<file path="src/rtl/wb_master_engine.sv">
// wb_master_engine
//   Single-outstanding Wishbone classic master. Accepts one command on a
//   valid/ready stream, runs it as a bus cycle, and returns one response.
//   Handles ack/err/rty termination, a per-attempt timeout and bounded retry.
//
// Ports
//   wb_clk_i, wb_rst_ni        clock, async active-low reset
//   cmd_valid_i/cmd_ready_o    command handshake; cmd_we/adr/dat/sel payload
//   rsp_valid_o/rsp_ready_i    response handshake; rsp_dat_o, rsp_status_o
//                              (00 OK, 01 ERR, 10 TIMEOUT, 11 RETRY_EXHAUSTED)
//   wbm_*                      Wishbone master side
//   busy_o                     high whenever a command is in flight
module wb_master_engine #(
    parameter int TIMEOUT_CYCLES = 255,  // 0 disables the timeout
    parameter int MAX_RETRIES    = 3
) (
    input  logic        wb_clk_i,
    input  logic        wb_rst_ni,
    input  logic        cmd_valid_i,
    output logic        cmd_ready_o,
    input  logic        cmd_we_i,
    input  logic [31:0] cmd_adr_i,
    input  logic [31:0] cmd_dat_i,
    input  logic [3:0]  cmd_sel_i,
    output logic        rsp_valid_o,
    input  logic        rsp_ready_i,
    output logic [31:0] rsp_dat_o,
    output logic [1:0]  rsp_status_o,
    output logic [31:0] wbm_adr_o,
    output logic [31:0] wbm_dat_o,
    output logic [3:0]  wbm_sel_o,
    output logic        wbm_we_o,
    output logic        wbm_cyc_o,
    output logic        wbm_stb_o,
    input  logic [31:0] wbm_dat_i,
    input  logic        wbm_ack_i,
    input  logic        wbm_err_i,
    input  logic        wbm_rty_i,
    output logic        busy_o
);

    localparam int TW = (TIMEOUT_CYCLES > 0) ? $clog2(TIMEOUT_CYCLES + 1) : 1;
    localparam int RW = (MAX_RETRIES > 0) ? $clog2(MAX_RETRIES + 1) : 1;
    localparam bit TO_EN = (TIMEOUT_CYCLES > 0);
    localparam logic [TW-1:0] TO_LAST = TO_EN ? TW'(TIMEOUT_CYCLES - 1) : '0;
    localparam logic [RW-1:0] RTY_MAX = RW'(MAX_RETRIES);

    localparam logic [1:0] ST_OK  = 2'b00;
    localparam logic [1:0] ST_ERR = 2'b01;
    localparam logic [1:0] ST_TMO = 2'b10;
    localparam logic [1:0] ST_RTX = 2'b11;

    typedef enum logic [1:0] {S_IDLE, S_BUS, S_BACKOFF, S_RESP} state_t;

    state_t        state;
    logic [TW-1:0] to_cnt;
    logic [RW-1:0] retry_cnt;

    logic tmo, retry_ok, bus_done;

    assign tmo      = TO_EN && (to_cnt == TO_LAST);
    assign retry_ok = (retry_cnt < RTY_MAX);
    // A retryable rty outranks the timeout, so a timeout only ends the
    // attempt when no rty is present on that edge.
    assign bus_done = wbm_ack_i || wbm_err_i || (wbm_rty_i && !retry_ok) ||
                      (!wbm_rty_i && tmo);

    always_ff @(posedge wb_clk_i or negedge wb_rst_ni) begin
        if (!wb_rst_ni) begin
            state        <= S_IDLE;
            to_cnt       <= '0;
            retry_cnt    <= '0;
            cmd_ready_o  <= 1'b1;
            rsp_valid_o  <= 1'b0;
            rsp_dat_o    <= '0;
            rsp_status_o <= ST_OK;
            wbm_adr_o    <= '0;
            wbm_dat_o    <= '0;
            wbm_sel_o    <= '0;
            wbm_we_o     <= 1'b0;
            wbm_cyc_o    <= 1'b0;
            wbm_stb_o    <= 1'b0;
            busy_o       <= 1'b0;
        end else begin
            case (state)
                S_IDLE: begin
                    if (cmd_valid_i && cmd_ready_o) begin
                        // The bus outputs double as the latched command.
                        wbm_adr_o   <= cmd_adr_i;
                        wbm_dat_o   <= cmd_dat_i;
                        wbm_sel_o   <= cmd_sel_i;
                        wbm_we_o    <= cmd_we_i;
                        wbm_cyc_o   <= 1'b1;
                        wbm_stb_o   <= 1'b1;
                        cmd_ready_o <= 1'b0;
                        busy_o      <= 1'b1;
                        retry_cnt   <= '0;
                        to_cnt      <= '0;
                        state       <= S_BUS;
                    end
                end
                S_BUS: begin
                    if (bus_done) begin
                        wbm_cyc_o   <= 1'b0;
                        wbm_stb_o   <= 1'b0;
                        rsp_valid_o <= 1'b1;
                        rsp_dat_o   <= (wbm_ack_i && !wbm_we_o) ? wbm_dat_i : '0;
                        if (wbm_ack_i)      rsp_status_o <= ST_OK;
                        else if (wbm_err_i) rsp_status_o <= ST_ERR;
                        else if (wbm_rty_i) rsp_status_o <= ST_RTX;
                        else                rsp_status_o <= ST_TMO;
                        state <= S_RESP;
                    end else if (wbm_rty_i) begin
                        retry_cnt <= retry_cnt + 1'b1;
                        wbm_cyc_o <= 1'b0;
                        wbm_stb_o <= 1'b0;
                        to_cnt    <= '0;
                        state     <= S_BACKOFF;
                    end else begin
                        to_cnt <= to_cnt + 1'b1;
                    end
                end
                S_BACKOFF: begin
                    // One idle cycle, then re-issue the same latched command.
                    wbm_cyc_o <= 1'b1;
                    wbm_stb_o <= 1'b1;
                    to_cnt    <= '0;
                    state     <= S_BUS;
                end
                S_RESP: begin
                    if (rsp_ready_i) begin
                        rsp_valid_o <= 1'b0;
                        cmd_ready_o <= 1'b1;
                        busy_o      <= 1'b0;
                        state       <= S_IDLE;
                    end
                end
                default: state <= S_IDLE;
            endcase
        end
    end

endmodule

</file>
<file path="config.mk">
export PLATFORM = sky130hd
export DESIGN_NAME = wb_master_engine
export DESIGN_NICKNAME = d
export VERILOG_FILES = /design/src/rtl/wb_master_engine.sv
export SDC_FILE = /design/constraint.sdc
export NUM_CORES = 1
export LEC_CHECK = 0
export ABC_AREA = 1
export BUFFER_PORTS_ARGS = -buffer_cell sky130_fd_sc_hd__buf_4
export CAP_MARGIN = 15
export CORE_ASPECT_RATIO = 1.5
export CORE_MARGIN = 2
export CORE_UTILIZATION = 30
export CTS_BUF_LIST = sky130_fd_sc_hd__clkbuf_8
export DETAILED_ROUTE_END_ITERATION = 8
export GPL_TIMING_DRIVEN = 0
export SLEW_MARGIN = 20
export SYNTH_ARGS = -nofsm -noshare
export SYNTH_HDL_FRONTEND = slang
export SYNTH_SLANG_ARGS = --single-unit
</file>
<file path="constraint.sdc">
create_clock -name wb_clk_i -period 3.3 [get_ports wb_clk_i]
set_input_delay 0.33 -clock wb_clk_i [delete_from_list [all_inputs] [get_ports wb_clk_i]]
set_output_delay 0.33 -clock wb_clk_i [all_outputs]
set_load 0.005 [all_outputs]
</file>
# [After elaboration in Yosys (flattened, before gate mapping)]
# Cells that the tools add are included.
[word_totals] register_bits=119 in_bits=108 out_inout_bits=108
[op_classes] addsub=2 n_lt_le_gt_ge=1 n_eq_ne=10 muxes=28 n_reduce_logical=23
[op_table] cell="2-to-1 mux 32 bit" n=1
[op_table] cell="2-to-1 mux 8 bit" n=3
[op_table] cell="case mux 8 bit (3 select lines)" n=1
[op_table] cell="2-to-1 mux 2 bit" n=9
[op_table] cell="AND reduction 3 bit" n=5
[op_table] cell="!= test 2 bit (second input constant)" n=5
[op_table] cell="adder 8 x 1 -> 8 bit (second input constant)" n=1
[op_table] cell="== test 8 bit (second input constant)" n=1
[op_table] cell="2-to-1 mux 1 bit" n=8
[op_table] cell="case mux 2 bit (4 select lines)" n=1
[op_table] cell="case mux 1 bit (2 select lines)" n=3
[op_table] cell="nonzero test 2 bit" n=3
[op_table] cell="== test 2 bit (second input constant)" n=2
[op_table] cell="logical AND 1 bit" n=4
[op_table] cell="case mux 2 bit (2 select lines)" n=1
[op_table] cell="AND reduction 2 bit" n=2
[op_table] cell="AND reduction 4 bit" n=1
[op_table] cell="zero test 1 bit" n=3
[op_table] cell="logical OR 1 bit" n=3
[op_table] cell="!= test 3 bit (second input constant)" n=1
[op_table] cell="case mux 1 bit (3 select lines)" n=1
[op_table] cell="nonzero test 3 bit" n=1
[op_table] cell="adder 2 x 1 -> 2 bit (second input constant)" n=1
[op_table] cell="== test 2 x 1 -> 1 bit (second input constant)" n=1
[op_table] cell="2 further kinds" n=2

# [Longest topological paths before layout]
# Gate-level depths: netlist of the first run.
[depth] ltp_word=7 depth_mapped=10 ltp_nobuf=10

# [Least setup slack after synthesis of the first run]
# No wires, ideal clock.
[synth_timing] path_kind="register to register" startpoint="register to_cnt[0]" endpoint="register retry_cnt[0]" t_arrival_ns=1.290 slack_ns=1.892 stages_incl_launch_ff=11 n_path_buf=1 synth_period_minus_slack_ns=1.408 path_cell_list="dfrtp_1 -> inv_1 -> ha_1 -> nand2_1 -> nor2_1 -> nand2_2 -> nand2_2 -> nand2_4 -> buf_4 -> nand4_1 -> nand2_1"
[synth_between] elab_chain_len=5
[synth_rtl] item="from (decl)" line="56" rtl="logic [TW-1:0] to_cnt;"
[synth_rtl] item="from (signal assigned)" line="120" rtl="to_cnt <= to_cnt + 1'b1;"
[synth_rtl] item="== test 8 bit" line="61" rtl="assign tmo = TO_EN && (to_cnt == TO_LAST);"
[synth_rtl] item="logical AND 1 bit" line="66" rtl="(!wbm_rty_i && tmo);"
[synth_rtl] item="logical OR 1 bit" line="65" rtl="assign bus_done = wbm_ack_i || wbm_err_i || (wbm_rty_i && !retry_ok) ||"
[synth_rtl] item="!= test 2 bit (no source line)"
[synth_rtl] item="AND reduction 4 bit (no source line)"
[synth_rtl] item="to (signal assigned)" line="114" rtl="retry_cnt <= retry_cnt + 1'b1;"
[synth_rtl] item="to (decl)" line="57" rtl="logic [RW-1:0] retry_cnt;"
# Every way passes these cells.
# A chain may end at the register's enable or synchronous reset.

# [Worst setup path in the final report of the first run]
[layout_timing] startpoint="register cmd_ready_o" endpoint="register wbm_dat_o[21]"
[layout_between] elab_chain_len=2
[layout_rtl] item="from (decl)" line="20" rtl="output logic cmd_ready_o,"
[layout_rtl] item="from (signal assigned)" line="73" rtl="cmd_ready_o <= 1'b1;"
[layout_rtl] item="from (signal assigned)" line="95" rtl="cmd_ready_o <= 1'b0;"
[layout_rtl] item="from (signal assigned)" line="133" rtl="cmd_ready_o <= 1'b1;"
[layout_rtl] item="logical AND 1 bit" line="87" rtl="if (cmd_valid_i && cmd_ready_o) begin"
[layout_rtl] item="AND reduction 2 bit (no source line)"
[layout_rtl] item="to (signal assigned)" line="90" rtl="wbm_dat_o <= cmd_dat_i;"
[layout_rtl] item="to (decl)" line="30" rtl="output logic [31:0] wbm_dat_o,"
# Every way passes these cells.

==> flow_summary.yaml, run 1 <==
cts:
  cts_inserted_buffers: 17
  cts.sinks: 119
  cts_tree: "built"
  cts_setup_buffers: 0
  htreeDepth: 4
  root_buffer: "clkbuf_8"
  path_clk_slew_ns: 0.08
  clockBufferDepth: 2
  worstSkewPairLatency_ns: 0.43
synthesis:
  netlist_area_um2: 4930
  synth-seq-cells: 119
  syn_area_per_cell_um2: 8.60
  yosysTopAreaCellShare_pct: 59.9
  yosysTopAreaCell: "dfrtp_1"
  synth-warning-count: 0
  synth_nets: 684
  synth_compound_gate_area_share_pct: 4.62
  synth_top_family_by_area: "simple AND/OR/NAND/NOR gates"
  synth-simple-area-share_pct: 29.6
  synth_fa_ha_area_share_pct: 0.761
  synthTopCellsByArea: "dfrtp_1, nand2_1, o21ai_1, nand3_1, inv_1"
  synthDistinctLibCells: 26
  synth_xor_area_share_pct: 0.178
  yosysSeqAreaShare_pct: 60.4
  muxShareOfSynthArea_pct: 0
  netlist_instances: 573
timing:
  maxSlewViolCount: 0
  finClkSkew_ns: 0.0131
  rsz0062_at_grt: "no"
  slew_headroom_pct: 62.2
  fmax_ghz: 0.573
  holdWs_ns: 0.0912
  period_share_pct: 52.9
  fin_crit_ns: 1.75
  worst_pin_slew_ns: 0.567
  tns_ns: 0
  hold_viol: 0
  setup_viol: 0
placement:
  dpl-instance-area_um2: 6840
  io_buffer_count: 215
  gp_congestion: 0.840
  dp.cells: 995
  dpl.hpwl_um: 10500
grt:
  overflow: 0
  grt_antenna_before_repair: 0
  track_usage_pct: 16.4
  grt_max_degree: 71
  first_global_vias: 4251
  grt_pass1_wl_um: 22200
floorplan:
  die_w_um: 109
  die_h_um: 161
  fp-row-count: 57
  io_pins: 216
  coreArea_um2: 16100
  start_util_pct: 30.6
  die-area_um2: 17500
finish:
  design_area_um2: 7260
  fillCellCount: 1669
  seq_area_um2: 2980
  nets: 920
  multi_input_area_um2: 1730
  insertedDiodeCount: 0
  fin_cells: 1027
  syn_to_final_growth_pct: 47.2
  drive_gt1_share_pct: 34.3
route:
  vias: 4376
  drt_iter0_drc: 182
  via_per_inst: 4.26
  wl_per_cell_um: 13.6
  dr.pass1.iters: 4
  drc_errors: 0
  antenna_left: 0
  wl_um: 14000
hold_path:
  whs_path_depth: 3
  hold_path.class: "primary input to flip-flop"
setup_path:
  cp-start-kind: "flip-flop"
  cp_data_arrival_time_ns: 2.06
  crit_fanout: 10
  required_ns: 3.62
  crit_path_end_kind: "flip-flop"
  worst_r2r_path_depth: 6
  path_class: "flip-flop to flip-flop"
run_status:
  status: "completed"
pwr:
  ir_drop_v: 0.000304
  powerDensity_nw_per_um2: 821
  p_leak_nw: 3.95
job:
  timing.max_cap.violations: 0
==> state kept, by name, summed over array words and instances, names as in the netlist <==
name / cells
rsp_valid_o: 1
wbm_adr_o: 32
to_cnt: 8
state: 2
busy_o: 1
wbm_dat_o: 32
retry_cnt: 2
rsp_status_o: 2
rsp_dat_o: 32
wbm_stb_o: 1
wbm_sel_o: 4
cmd_ready_o: 1
wbm_we_o: 1
==> path summary, 6_finish.rpt <==
check	startpoint	end	slack [ns]
max	cmd_ready_o$_DFFE_PN1P_	wbm_dat_o[21]$_DFFE_PN0P_	1.55
min	cmd_adr_i[7]	wbm_adr_o[7]$_DFFE_PN0P_	0.09
max reg2reg	cmd_ready_o$_DFFE_PN1P_	wbm_dat_o[21]$_DFFE_PN0P_	1.55
min reg2reg	wbm_adr_o[28]$_DFFE_PN0P_	wbm_adr_o[28]$_DFFE_PN0P_	0.47
max in group asynchronous	wb_rst_ni	wbm_adr_o[31]$_DFFE_PN0P_	2.24
min in group asynchronous	wb_rst_ni	to_cnt[6]$_DFFE_PN0P_	0.38
==> cells in the mapped netlist <==
library cell  number
nand3_1           16
o21ai_1           27
nor3_2             1
nand2_4            1
a21oi_1            3
buf_2              8
dfrtp_1          118
ha_1               3
buf_6              3
nand2_2            2
or2_2              2
nor3b_1            1
nand2_1          325
buf_4              6
nor2_1            13
nor2_4             2
o21ai_0            2
nor3_4             1
dfstp_2            1
o21bai_1           2
inv_2              2
o21ai_2            6
clkbuf_1          10
inv_1             14
xnor2_1            1
nand4_1            3
==> cell usage in the layout (no fill, tap or decap), types with 3 or more instances in the layout <==
cell / instances
clkbuf_1: 10
clkinvlp_4: 5
inv_6: 3
nor2_1: 13
dfrtp_1: 118
o21ai_1: 27
nand2_1: 325
nand4_1: 3
ha_1: 3
o21ai_2: 6
buf_4: 220
nand3_1: 16
clkbuf_8: 17
buf_2: 8
bufinv_16: 3
buf_6: 3
a21oi_1: 3
inv_1: 14
==> through the flow <==
step	worst slack (ns)	power [mW]	util (%)
after global routing	1.38	6.44	45.0
after floorplan	1.89	3.36	-
after CTS	1.47	6.06	45.0
after detailed placement	1.48	4.66	42.4
final	1.55	5.96	45.0
after global placement	1.47	4.61	42.2
==> per-layer routing <==
layer / global-route usage (%) / up-vias / routed length (um)
met5: 0 / - / 0
met4: 6.82 / 0 / 338
met3: 4.32 / 29 / 833
met2: 27.9 / 130 / 7370
met1: 19.4 / 1978 / 5460
li1: - / 2239 / -
==> worst max-delay path, cell delays in order (launching register included) <==
cell and delay (ns):
dfstp_2 0.55, nand2_1 0.10, nor3_4 0.32, inv_2 0.15, clkbuf_1 0.31, nand2_1 0.14, nand2_1 0.05
==> cell type report <==
class	count	share of cell area, %
flip-flops and latches	119	41.1
multi-input cells	411	23.9
repair buffers	217	22.9
well taps	206	3.55
clock buffers	17	3.22
clock inverters	14	2.43
plain buffers	27	2.16
inverters	16	0.828
==> kinds of logic (layout without fill, tap and decap cells) <==
| family | after synthesis | after routing |
|---|---|---|
| adders and majority gates | 3 | 3 |
| buffers and inverters | 43 | 291 |
| and+or+nand+nor | 367 | 367 |
| AOI/OAI and AO/OA | 40 | 40 |
| DFF | 119 | 119 |
| xor gates and xnor gates | 1 | 1 |
==> report_power, final <==
group / internal [mW] / total, mW / switching (mW) / leakage, nW
Clock: 0.749 / 1.38 / 0.628 / 0.191
Sequential: 2.01 / 2.31 / 0.296 / 1.53
Combinational: 1.12 / 2.27 / 1.15 / 2.23
Total: 3.88 / 5.96 / 2.07 / 3.95
==> timing repair <==
item | in CTS | in global routing
hold buffers | 1 | 0
hold endpoints to repair | 48 | 0
gates resized for setup | 0 | 0
(Power assumes the default switching activity.)
==> run 2, diff against run 1 <==
==> constraint.sdc (replaced) <==
create_clock -name wb_clk_i -period 1.7 [get_ports wb_clk_i]
set_input_delay 0.17 -clock wb_clk_i [delete_from_list [all_inputs] [get_ports wb_clk_i]]
set_output_delay 0.17 -clock wb_clk_i [all_outputs]
set_load 0.005 [all_outputs]
==> run 2 against run 1 <==
Effect of this change:
- combinational power is 110% higher
- routed wire length is 9.7% higher
- cell count is 10% higher
- maximum frequency is 13% higher
- clock power is 93% higher
- die area stayed put
- clock skew is 0.00056 ns higher
- power is 100% higher
- critical path type unchanged
- highest routed layer unchanged
==> flow_summary.yaml, run 2 (synthesized netlist as in run 1, its figures left out) <==
hold_path:
  hold_path.class: "primary input to flip-flop"
finish:
  fillCellCount: 1537
  insertedDiodeCount: 0
  reg_top3: "rsp_dat_o: 32 flops, wbm_adr_o: 32 flops, wbm_dat_o: 32 flops"
  design_area_um2: 8330
  drive_gt1_share_pct: 31.6
  fin_cells: 1133
  layout_commonest_cell: "nand2_1"
  layout_common_cells: "nand2_1, buf_4, dfrtp_1"
  syn_to_final_growth_pct: 68.9
  nets: 1026
setup_path:
  crit_fanout: 10
  path_class: "flip-flop to flip-flop"
  slowest_stage: "dfstp_2"
  cp_data_arrival_time_ns: 1.86
  cp-start-kind: "flip-flop"
  crit_path_frequent_cell: "nand2_1"
  crit_path_end_kind: "flip-flop"
  worst_path_largest_cell_delay_ns: 0.55
  path_cells: "nand2_1 > nor3_4 > inv_2 > clkbuf_1 > nand2_1 > nand2_1"
  required_ns: 2.02
cts:
  clockBufferDepth: 2
  worstSkewPairLatency_ns: 0.43
  cts_inserted_buffers: 17
  root_buffer: "clkbuf_8"
  cts.sinks: 119
  htreeDepth: 4
  path_clk_slew_ns: 0.07
  cts_tree: "built"
floorplan:
  io_pins: 216
  start_util_pct: 30.6
  die_w_um: 109
  die_h_um: 161
  coreArea_um2: 16100
  die-area_um2: 17500
  fp-row-count: 57
grt:
  first_global_vias: 4933
  grtUsageMet3_pct: 3.87
  top_usage_layer: "met2"
  grt_pass1_wl_um: 24500
  met2_usage_pct: 30.7
  grt_max_degree: 71
  track_usage_pct: 17.9
  gr-usage-met1_pct: 20.5
  grt_antenna_before_repair: 0
  overflow: 0
route:
  wl_per_cell_um: 13.6
  wl_um: 15400
  vias: 4836
  antenna_left: 0
  drc_errors: 0
  dr.pass1.iters: 5
  via_per_inst: 4.27
  drt_iter0_drc: 211
placement:
  dpl.hpwl_um: 10500
  io_buffer_count: 215
  post-place-ws_ns: -0.118
  dpl-instance-area_um2: 6840
  gp_congestion: 0.840
  dp.cells: 995
timing:
  rsz0062_at_grt: "yes"
  maxSlewViolCount: 0
  setup_viol: 0
  slew_headroom_pct: 69.4
  setup_ws_ns: 0.158
  fmax_ghz: 0.648
  finClkSkew_ns: 0.0137
  hold_viol: 0
  worst_pin_slew_ns: 0.460
  period_share_pct: 90.7
  fin_crit_ns: 1.54
  holdWs_ns: 0.0493
pwr:
  p_leak_nw: 4.42
  ir_drop_v: 0.000604
  total_power_mw: 11.9
  powerDensity_nw_per_um2: 1430
run_status:
  status: "completed"
job:
  timing.max_cap.violations: 0
## run 2: cell types whose count changed in the layout (fill, tap and decap cells not counted), sizes merged
cell	change
dlygate4sd3	+103
buf	+3
## run 2: final cells by class
| cell class | instances | area, um^2 | share of cell area (%) |
|---|---|---|---|
| clock buffer | 17 | 234 | 2.81 |
| timing repair buffer | 323 | 2710 | 32.6 |
| clock inverter | 14 | 176 | 2.12 |
| buffer | 27 | 169 | 2.03 |
| inverter | 16 | 60.1 | 0.721 |
| sequential | 119 | 2980 | 35.8 |
| multi-input combinational | 411 | 1740 | 20.9 |
| tap | 206 | 258 | 3.09 |
## run 2: worst max-delay path, delay by kind of cell (launching register included)
family,cells,cell delay [ns]
AND/OR/NAND/NOR,4,0.50
buffers and inverters,2,0.39
flip-flops,1,0.55
## run 2: path summary, 6_finish.rpt
kind,startpoint,endpoint,slack (ns),depth (start not counted)
max,cmd_ready_o$_DFFE_PN1P_,wbm_dat_o[30]$_DFFE_PN0P_,0.16,6
min,wbm_ack_i,rsp_status_o[0]$_DFFE_PN0P_,0.05,4
max reg2reg,cmd_ready_o$_DFFE_PN1P_,wbm_dat_o[30]$_DFFE_PN0P_,0.16,6
min reg2reg,wbm_adr_o[28]$_DFFE_PN0P_,wbm_adr_o[28]$_DFFE_PN0P_,0.47,2
max in group asynchronous,wb_rst_ni,wbm_adr_o[27]$_DFFE_PN0P_,0.79,3
min in group asynchronous,wb_rst_ni,to_cnt[6]$_DFFE_PN0P_,0.23,2
## run 2: repair_timing
| action | in CTS | in global routing |
|---|---|---|
| hold endpoints to repair | 151 | 0 |
| pin swaps | 1 | 1 |
| buffers inserted | 1 | 2 |
| setup endpoints to repair | 68 | 106 |
| hold buffers | 104 | 0 |
| gates resized for setup | 1 | 16 |
## run 2: power by group
| group | internal [mW] | switching [mW] | total, mW | leakage, nW |
|---|---|---|---|---|
| clock | 1.45 | 1.22 | 2.67 | 0.191 |
| sequential | 3.91 | 0.581 | 4.49 | 1.53 |
| combinational | 2.38 | 2.36 | 4.73 | 2.70 |
| total | 7.74 | 4.15 | 11.9 | 4.42 |
## run 2: stage by stage
step	utilization, %	setup TNS (ns)
detailed placement	42.4	-2.41
global placement	42.2	-2.59
CTS	51.5	0
floorplan	-	0
global route	51.7	-0.0241
finish	51.7	0
## run 2: routing by layer
layer  up-vias  wire length (um)
met5         -                 0
met4         0               683
met3        47               758
met2       144              7910
met1      2195              6000
li1       2450                 -
